**config.mk**
```make
export PLATFORM = sky130hd
export DESIGN_NAME = alu_cmd_issue
export DESIGN_NICKNAME = d
export VERILOG_FILES = /design/src/rtl/alu_cmd_issue.sv
export SDC_FILE = /design/constraint.sdc
export NUM_CORES = 1
export LEC_CHECK = 0
export BUFFER_PORTS_ARGS = -buffer_cell sky130_fd_sc_hd__buf_4
export CAP_MARGIN = 20
export CORE_MARGIN = 4
export CORE_UTILIZATION = 57
export DETAILED_ROUTE_END_ITERATION = 8
export PLACE_DENSITY = 0.79
export SYNTH_ARGS = -nofsm -noshare
export SYNTH_HDL_FRONTEND = slang
export SYNTH_SLANG_ARGS = --single-unit
```
**constraint.sdc**
```tcl
create_clock -name clk -period 4.5 [get_ports clk]
set_clock_uncertainty 0.2 [all_clocks]
set_input_delay 0.9 -clock clk [delete_from_list [all_inputs] [get_ports clk]]
set_output_delay 0.9 -clock clk [all_outputs]
set_load 0.1 [all_outputs]
```
**src/rtl/alu_cmd_issue.sv**
```systemverilog
// alu_cmd_issue -- issue stage in front of the MiniALU datapath.
//
// Buffers ALU commands from a valid/ready source in a DEPTH-entry FIFO,
// issues at most one per cycle to the ALU (alu_en pulse + registered
// operands), captures alu_y/alu_flags ALU_LAT cycles later into a response
// FIFO and returns them in command order on a valid/ready response port.
// A credit counter (ALU_LAT+1 credits) bounds in-flight + buffered results
// so the response FIFO can never overflow.
//
// Handshake rule (both ports): a transfer happens at a rising clk edge when
// valid and ready are both high; valid-side payload is held until then.
//
// Ports:
//   clk, rst                 clock, asynchronous active-high reset
//   cmd_valid/cmd_ready      command handshake
//   cmd_op, cmd_a, cmd_b, cmd_carry_in, cmd_sat, cmd_cmp_mode, cmd_shift
//                            command payload
//   alu_en                   one-cycle issue pulse to the ALU
//   alu_op, alu_a, alu_b, alu_carry_in, alu_sat, alu_cmp_mode, alu_shift_amt
//                            registered operands, held until the next issue
//   alu_y, alu_flags         ALU result / {carry_out, zero, negative, cmp_out}
//   rsp_valid/rsp_ready      response handshake
//   rsp_y, rsp_flags         response payload (head of the response FIFO)
//   busy                     any command, in-flight op or response pending
//
// Optional feature macro: ALU_ISSUE_STATS_EN adds issue_count and
// stall_count (16-bit, saturating) outputs.

module alu_cmd_issue #(
  parameter int WIDTH   = 8,
  parameter int DEPTH   = 4,
  parameter int ALU_LAT = 1
) (
  input  logic             clk,
  input  logic             rst,
  input  logic             cmd_valid,
  output logic             cmd_ready,
  input  logic [2:0]       cmd_op,
  input  logic [WIDTH-1:0] cmd_a,
  input  logic [WIDTH-1:0] cmd_b,
  input  logic             cmd_carry_in,
  input  logic             cmd_sat,
  input  logic [1:0]       cmd_cmp_mode,
  input  logic [2:0]       cmd_shift,
  output logic             alu_en,
  output logic [2:0]       alu_op,
  output logic [WIDTH-1:0] alu_a,
  output logic [WIDTH-1:0] alu_b,
  output logic             alu_carry_in,
  output logic             alu_sat,
  output logic [1:0]       alu_cmp_mode,
  output logic [2:0]       alu_shift_amt,
  input  logic [WIDTH-1:0] alu_y,
  input  logic [3:0]       alu_flags,
  output logic             rsp_valid,
  input  logic             rsp_ready,
  output logic [WIDTH-1:0] rsp_y,
  output logic [3:0]       rsp_flags,
  output logic             busy
`ifdef ALU_ISSUE_STATS_EN
  ,
  output logic [15:0]      issue_count,
  output logic [15:0]      stall_count
`endif
);

  localparam int PW  = $clog2(DEPTH);
  localparam int CW  = 3 + 2 * WIDTH + 1 + 1 + 2 + 3;
  localparam int RD  = ALU_LAT + 1;
  localparam int RIW = $clog2(RD);
  localparam int RCW = $clog2(RD + 1);

  // Command FIFO
  logic [CW-1:0]  cmd_mem [DEPTH];
  logic [PW:0]    wr_ptr;
  logic [PW:0]    wr_vis;
  logic [PW:0]    rd_ptr;
  logic           cmd_full;
  logic           cmd_empty;
  logic           cmd_issuable;
  logic           cmd_push;
  logic [CW-1:0]  head;

  // Issue / tracking
  logic [RCW-1:0]     credits;
  logic               credit_ok;
  logic               issue;
  logic [ALU_LAT-1:0] fly;
  logic               capture;

  // Response FIFO
  logic [WIDTH+3:0] rsp_mem [RD];
  logic [RIW-1:0]   rsp_wr;
  logic [RIW-1:0]   rsp_rd;
  logic [RCW-1:0]   rsp_cnt;
  logic             rsp_pop;

  function automatic logic [RIW-1:0] rsp_next(input logic [RIW-1:0] idx);
    return (idx == RIW'(RD - 1)) ? '0 : idx + RIW'(1);
  endfunction

  assign cmd_full  = (wr_ptr[PW] != rd_ptr[PW]) && (wr_ptr[PW-1:0] == rd_ptr[PW-1:0]);
  assign cmd_empty = (wr_ptr == rd_ptr);
  // An entry becomes issuable one cycle after it is written (registered-read
  // storage), which gives the ALU_LAT+2 accept-to-response latency.
  assign cmd_issuable = (wr_vis != rd_ptr);
  assign cmd_ready    = !rst && !cmd_full;
  assign cmd_push     = cmd_valid && cmd_ready;
  assign head         = cmd_mem[rd_ptr[PW-1:0]];

  assign rsp_valid = (rsp_cnt != '0);
  assign rsp_pop   = rsp_valid && rsp_ready;
  // A response popped this cycle frees its slot at the same edge.
  assign credit_ok = (credits != '0) || rsp_pop;
  assign issue     = cmd_issuable && credit_ok;
  assign alu_en    = fly[0];
  assign capture   = fly[ALU_LAT-1];
  assign busy      = !cmd_empty || (|fly) || rsp_valid;
  assign {rsp_flags, rsp_y} = rsp_valid ? rsp_mem[rsp_rd] : '0;

  always_ff @(posedge clk) begin
    if (cmd_push)
      cmd_mem[wr_ptr[PW-1:0]] <= {cmd_op, cmd_a, cmd_b, cmd_carry_in, cmd_sat,
                                  cmd_cmp_mode, cmd_shift};
  end

  always_ff @(posedge clk) begin
    if (capture)
      rsp_mem[rsp_wr] <= {alu_flags, alu_y};
  end

  always_ff @(posedge clk or posedge rst) begin
    if (rst) begin
      wr_ptr        <= '0;
      wr_vis        <= '0;
      rd_ptr        <= '0;
      credits       <= RCW'(RD);
      fly           <= '0;
      alu_op        <= '0;
      alu_a         <= '0;
      alu_b         <= '0;
      alu_carry_in  <= 1'b0;
      alu_sat       <= 1'b0;
      alu_cmp_mode  <= '0;
      alu_shift_amt <= '0;
      rsp_wr        <= '0;
      rsp_rd        <= '0;
      rsp_cnt       <= '0;
    end else begin
      wr_ptr <= wr_ptr + (PW + 1)'(cmd_push);
      wr_vis <= wr_ptr;
      if (issue) begin
        rd_ptr <= rd_ptr + (PW + 1)'(1);
        {alu_op, alu_a, alu_b, alu_carry_in, alu_sat, alu_cmp_mode, alu_shift_amt} <= head;
      end
      // fly[k] set means an op issued k+1 edges ago is still in the ALU.
      fly     <= (fly << 1) | ALU_LAT'(issue);
      credits <= credits - RCW'(issue) + RCW'(rsp_pop);
      if (capture) rsp_wr <= rsp_next(rsp_wr);
      if (rsp_pop) rsp_rd <= rsp_next(rsp_rd);
      rsp_cnt <= rsp_cnt + RCW'(capture) - RCW'(rsp_pop);
    end
  end

`ifdef ALU_ISSUE_STATS_EN
  logic stall;
  assign stall = !cmd_empty && !credit_ok;

  always_ff @(posedge clk or posedge rst) begin
    if (rst) begin
      issue_count <= '0;
      stall_count <= '0;
    end else begin
      if (issue && issue_count != 16'hFFFF) issue_count <= issue_count + 16'd1;
      if (stall && stall_count != 16'hFFFF) stall_count <= stall_count + 16'd1;
    end
  end
`endif

endmodule

```
==> results of run 1 <==
==> metal layers <==
layer  vias up  track usage  wire length [um]
met5         -            0                 0
met4         0      0.06888               179
met3        19      0.05920               542
met2        85       0.3357              6512
met1      1628       0.2380              4644
li1       1390            -                 -
==> per-stage QoR <==
step	area (um2)	worst slack, ns
2_1_floorplan	6425	0.5554
3_3_place_gp	7216	1.530
3_5_place_dp	7216	1.444
4_1_cts	7845	0.9747
5_1_grt	7853	0.8146
6_report	7853	0.9586
==> logic make-up after synthesis <==
kind of cell	after synthesis	share of synthesized area
flip-flops	170	0.7620
XOR/XNOR	15	0.02045
AO/OA/AOI/OAI	2	0.003311
buffers and inverters	19	0.01889
AND/OR/NAND/NOR	26	0.01986
multiplexers	65	0.1618
adder cells (fa/ha/maj)	7	0.01363
==> synthesized netlist by cell type <==
cell type,n,area (um2)
a32oi_2,1,16.27
and2_1,1,6.260
and3_1,2,12.51
buf_2,1,5.000
buf_4,1,7.510
buf_6,6,67.56
clkbuf_1,4,15.01
dfrtp_1,41,1026
dfstp_2,1,26.28
edfxtp_1,128,3844
ha_1,7,87.58
inv_1,6,22.52
inv_2,1,3.750
mux2_1,1,11.26
mux2_2,25,281.5
mux2_4,1,15.01
mux2i_1,12,120.1
mux4_1,7,183.9
mux4_2,19,427.9
nand2_1,2,7.510
nor2_1,15,56.30
nor2b_1,1,6.260
nor3_1,1,5.000
nor3b_1,2,15.01
o21ai_1,1,5.000
or3b_4,1,11.26
or4_1,1,7.510
xnor2_1,11,96.34
xor2_1,4,35.03
==> layout make-up <==
| type | count | area share |
|---|---|---|
| multi-input cells | 115 | 0.1826 |
| well taps | 140 | 0.02231 |
| repair buffers | 92 | 0.08795 |
| flip-flops and latches | 170 | 0.6236 |
| inverters | 7 | 0.003346 |
| clock buffers | 21 | 0.05864 |
| clock inverters | 11 | 0.02151 |
==> sequential cells by signal (all words and copies together), names as in the netlist <==
name           cells
cmd_mem          104
rsp_mem           24
alu_a              8
alu_b              8
alu_op             3
alu_shift_amt      3
rd_ptr             3
wr_ptr             3
wr_vis             3
alu_cmp_mode       2
credits            2
rsp_cnt            2
alu_carry_in       1
alu_en             1
alu_sat            1
rsp_rd             1
rsp_wr             1
==> final timing paths <==
kind / start / endpoint / depth (start not counted)
setup reg to reg: rd_ptr[0]$_DFFE_PP0P_ / cmd_mem[3][1]$_DFFE_PP_ / 6
min in group asynchronous: rst / alu_en$_DFF_PP0_ / 2
max in group asynchronous: rst / rd_ptr[0]$_DFFE_PP0P_ / 2
hold reg to reg: wr_ptr[2]$_DFF_PP0_ / wr_vis[2]$_DFF_PP0_ / 0
setup / recovery: rsp_cnt[0]$_DFF_PP0_ / busy / 4
hold / removal: wr_ptr[2]$_DFF_PP0_ / wr_vis[2]$_DFF_PP0_ / 0
==> worst max-delay path, cell delays in order, from the launching register on <==
cell,delay [ns]
dfrtp_1,0.40
nor2_1,0.73
inv_1,0.13
or4_1,0.52
buf_4,0.25
==> impl_metrics.yaml, run 1 <==
status:
  status: "finished clean"
run:
  drv_cap: 0
route:
  via_per_inst: 5.615
  first_iter_violations: 149
  drc_errors: 0
  ant_nets: 0
  dr.pass1.iters: 4
  vias: 3122
  wirelength_mm: 11.88
  wl_per_cell_um: 21.37
floorplan:
  ios: 84
  die_width_um: 114.2
  rows: 38
  start_util: 0.5875
  dieHeight_um: 114.2
  core_um2: 10940
  die_area_um2: 13030
cells_and_area:
  seq_area_um2: 4897
  nNetsFinal: 452
  multi_input_area_um2: 1434
  drive_gt1_frac: 0.4207
  final_cell_mix: "128 x edfxtp_1, 92 x buf_4, 40 x dfrtp_1"
  final_common_cell: "edfxtp_1"
  final_cells: 556
  antenna_cells: 0
  fillers: 658
  final_util: 0.7181
  syn_to_final_growth_pct: 22.22
place:
  dp_hpwl_mm: 6.869
  numPlacedInstances: 523
  gp_congestion: 0.7314
  io_buffers: 83
synthesis:
  syn_area_per_cell_um2: 21.13
  synth_cell_type_count: 29
  synth_area_um2: 6425
  yosys_warnings: 0
  ys_ff_latch: 170
  synthCells: 304
  syn_nets: 353
  synth-seq-area-share: 0.7620
timing:
  finalSetupViolations: 0
  min_period_ns: 3.541
  worstMarginPinSlew_ns: 0.9715
  slew_headroom: 0.3514
  drv_slew: 0
  hold_ws_ns: 0.2485
  fin_crit_sh: 0.7870
  rsz0062_at_grt: "no"
  final.setup.tns_ns: 0
  hold_viol: 0
  fmax_mhz: 282.4
critical_path:
  reg2reg_slack_ns: 1.86
  worstPathMaxFanout: 13
  cp-start-kind: "register"
  arrival_ns: 2.44
  crit_path_end_kind: "output port"
  worstSetupPathType: "register to output port"
  cp_data_required_time_ns: 3.40
global_route:
  grt_pass1_wl_mm: 18.49
  antenna_found_initial: 0
  grt_max_degree: 43
  grt_pass1_vias: 3377
  grt_overflow: 0
  grtUsageTotal: 0.1960
cts:
  ctsResizeCount: 0
  clk_pin_slew_worst_paths_ns: 0.06
  postCtsSetupBuffers: 0
  clk_latency_ns: 0.42
  clk_path_buf_depth: 2
  cts-root-buf: "clkbuf_16"
  cts_max_level: 4
  cts_sinks: 170
  cts_buffers: 17
  cts_tree: "done"
  hold_buffers: 0
worst_hold_path:
  hold_path.class: "register to register"
Power of run 1 is not shown: default switching activity piles up to over one toggle a cycle in this logic, so the estimate is an artifact.
==> run 2: changes to the inputs <==
- ABC_AREA: not set -> 1
- CORE_UTILIZATION: 57 -> 58
- clock period: 4.5 -> 3.59 ns (I/O delays scaled with it)
==> impl_metrics.yaml, run 2 <==
cells_and_area:
  largest_reg_flops: 104
  antenna_cells: 0
  final_cell_mix: "229 x nand2_1, 128 x edfxtp_1, 118 x inv_1"
  drive_gt1_frac: 0.1928
  syn_to_final_growth_pct: 19.35
  final_common_cell: "nand2_1"
  nNetsFinal: 814
  final_util: 0.7090
  final_cell_area_um2: 8552
critical_path:
  cp_data_required_time_ns: 2.67
  cp-start-kind: "input port"
  worstPathMaxFanout: 13
  crit_path_end_kind: "output port"
  arrival_ns: 2.19
  worstSetupPathType: "input port to output port"
place:
  dpl_cell_area_um2: 7956
  io_buffers: 83
  pre_cts_slack_ns: 1.002
  dp_hpwl_mm: 9.337
  gp_congestion: 0.8591
worst_hold_path:
  hold_path.class: "register to register"
status:
  status: "finished clean"
cts:
  clk_latency_ns: 0.41
  clk_pin_slew_worst_paths_ns: 0.06
  ctsResizeCount: 0
  cts_max_level: 4
  hold_buffers: 1
  cts_sinks: 170
  cts_buffers: 17
  cts_tree: "done"
  postCtsSetupBuffers: 0
  cts-root-buf: "clkbuf_16"
  clk_path_buf_depth: 2
route:
  vias: 4774
  wl_per_cell_um: 15.51
  dr.pass1.iters: 5
  via_per_inst: 5.047
  drc_errors: 0
  wirelength_mm: 14.68
  first_iter_violations: 490
  ant_nets: 0
synthesis:
  synth_area_um2: 7166
  syn_nets: 727
  ys_async_sr_fraction: 0.2471
  synth_top_area_share: 0.5364
  synthCells: 678
  yosysMostFrequentCell: "nand2_1"
  ys_top_cells_by_area: "edfxtp_1 54%, dfrtp_1 14%, nand2_1 12%"
  synth_commonest_cells: "229 x nand2_1, 128 x edfxtp_1, 119 x inv_1"
  ys_ff_latch: 170
  synth_edf_count: 128
  syn_area_per_cell_um2: 10.57
  synth_flop_cell: "edfxtp_1"
  synth-seq-area-share: 0.6833
  yosys_warnings: 0
  synth_top_area_cell: "edfxtp_1"
  synth_cell_type_count: 20
timing:
  finalSetupViolations: 0
  hold_viol: 0
  rsz0062_at_grt: "no"
  fin_crit_sh: 0.8649
  worstMarginPinSlew_ns: 1.016
  min_period_ns: 3.105
  postLayoutSetupSlackWorst_ns: 0.4850
  slew_headroom: 0.3200
  drv_slew: 0
  final.setup.tns_ns: 0
  fmax_mhz: 322.1
floorplan:
  rows: 40
  dieHeight_um: 119.2
  core_um2: 12060
  start_util: 0.5941
  die_area_um2: 14200
  ios: 84
  die_width_um: 119.2
global_route:
  grtUsageTotal: 0.2180
  antenna_found_initial: 0
  grt_max_degree: 57
  grt_pass1_wl_mm: 24.12
  grt_pass1_vias: 4849
  grt_overflow: 0
run:
  drv_cap: 0
==> run 2: cell types whose count changed after synthesis, moves of 12 or more <==
cell,before,now
buf_2,1,14
inv_1,6,119
mux4_2,19,0
a21oi_1,0,12
mux2_2,25,0
nand2_1,2,229
mux2i_1,12,0
nand3_1,0,74
==> run 2: cell type report <==
| cell class | count | area (um2) |
|---|---|---|
| Tap cell | 168 | 210.2 |
| Timing Repair Buffer | 96 | 735.7 |
| Clock buffer | 19 | 432.9 |
| Multi-Input combinational cell | 355 | 1654 |
| Sequential cell | 170 | 4897 |
| Clock inverter | 13 | 152.6 |
| Inverter | 125 | 469.2 |
| Fill cell | 839 | 3510 |
==> run 2: worst paths after layout <==
kind | from | endpoint | slack (ns) | cells past startpoint
max | rst | cmd_ready | 0.49 | 7
min | wr_ptr[2]$_DFF_PP0_ | wr_vis[2]$_DFF_PP0_ | 0.27 | 0
max reg2reg | rd_ptr[1]$_DFFE_PP0P_ | cmd_mem[0][11]$_DFFE_PP_ | 1.10 | 7
min reg2reg | wr_ptr[2]$_DFF_PP0_ | wr_vis[2]$_DFF_PP0_ | 0.27 | 0
max in group asynchronous | rst | credits[1]$_DFF_PP1_ | 2.03 | 4
min in group asynchronous | rst | rd_ptr[1]$_DFFE_PP0P_ | 0.56 | 3
==> run 2: logic make-up after synthesis <==
logic type                 Yosys count  synth area share
adders and majority gates            7           0.01222
DFF                                170            0.6833
and+or+nand+nor                    326            0.1966
xor gates and xnor gates            10           0.01222
AOI/OAI and AO/OA                   12          0.008382
buffers and inverters              153           0.08731
==> run 2: critical path: stages <==
cell	delay [ns]
dlygate4sd3_1	0.54
buf_4	0.14
inv_2	0.13
buf_4	0.25
nand2_1	0.08
inv_1	0.05
buf_4	0.28
==> run 2: stage by stage <==
step | std cells | hold slack, ns
floorplan | 678 | 0.2111
global placement | 913 | 0.2233
detailed placement | 913 | 0.2286
CTS | 946 | 0.2538
global route | 946 | 0.2714
finish | 946 | 0.2721
==> run 2: layer usage <==
layer / up-vias / global-route usage / part of all wire
met5: - / 0 / 0
met4: 0 / 0.06372 / 0.012
met3: 16 / 0.05508 / 0.078
met2: 183 / 0.3603 / 0.50
met1: 2262 / 0.2874 / 0.41
li1: 2313 / - / -
Power of run 2 is left out for the same reason.
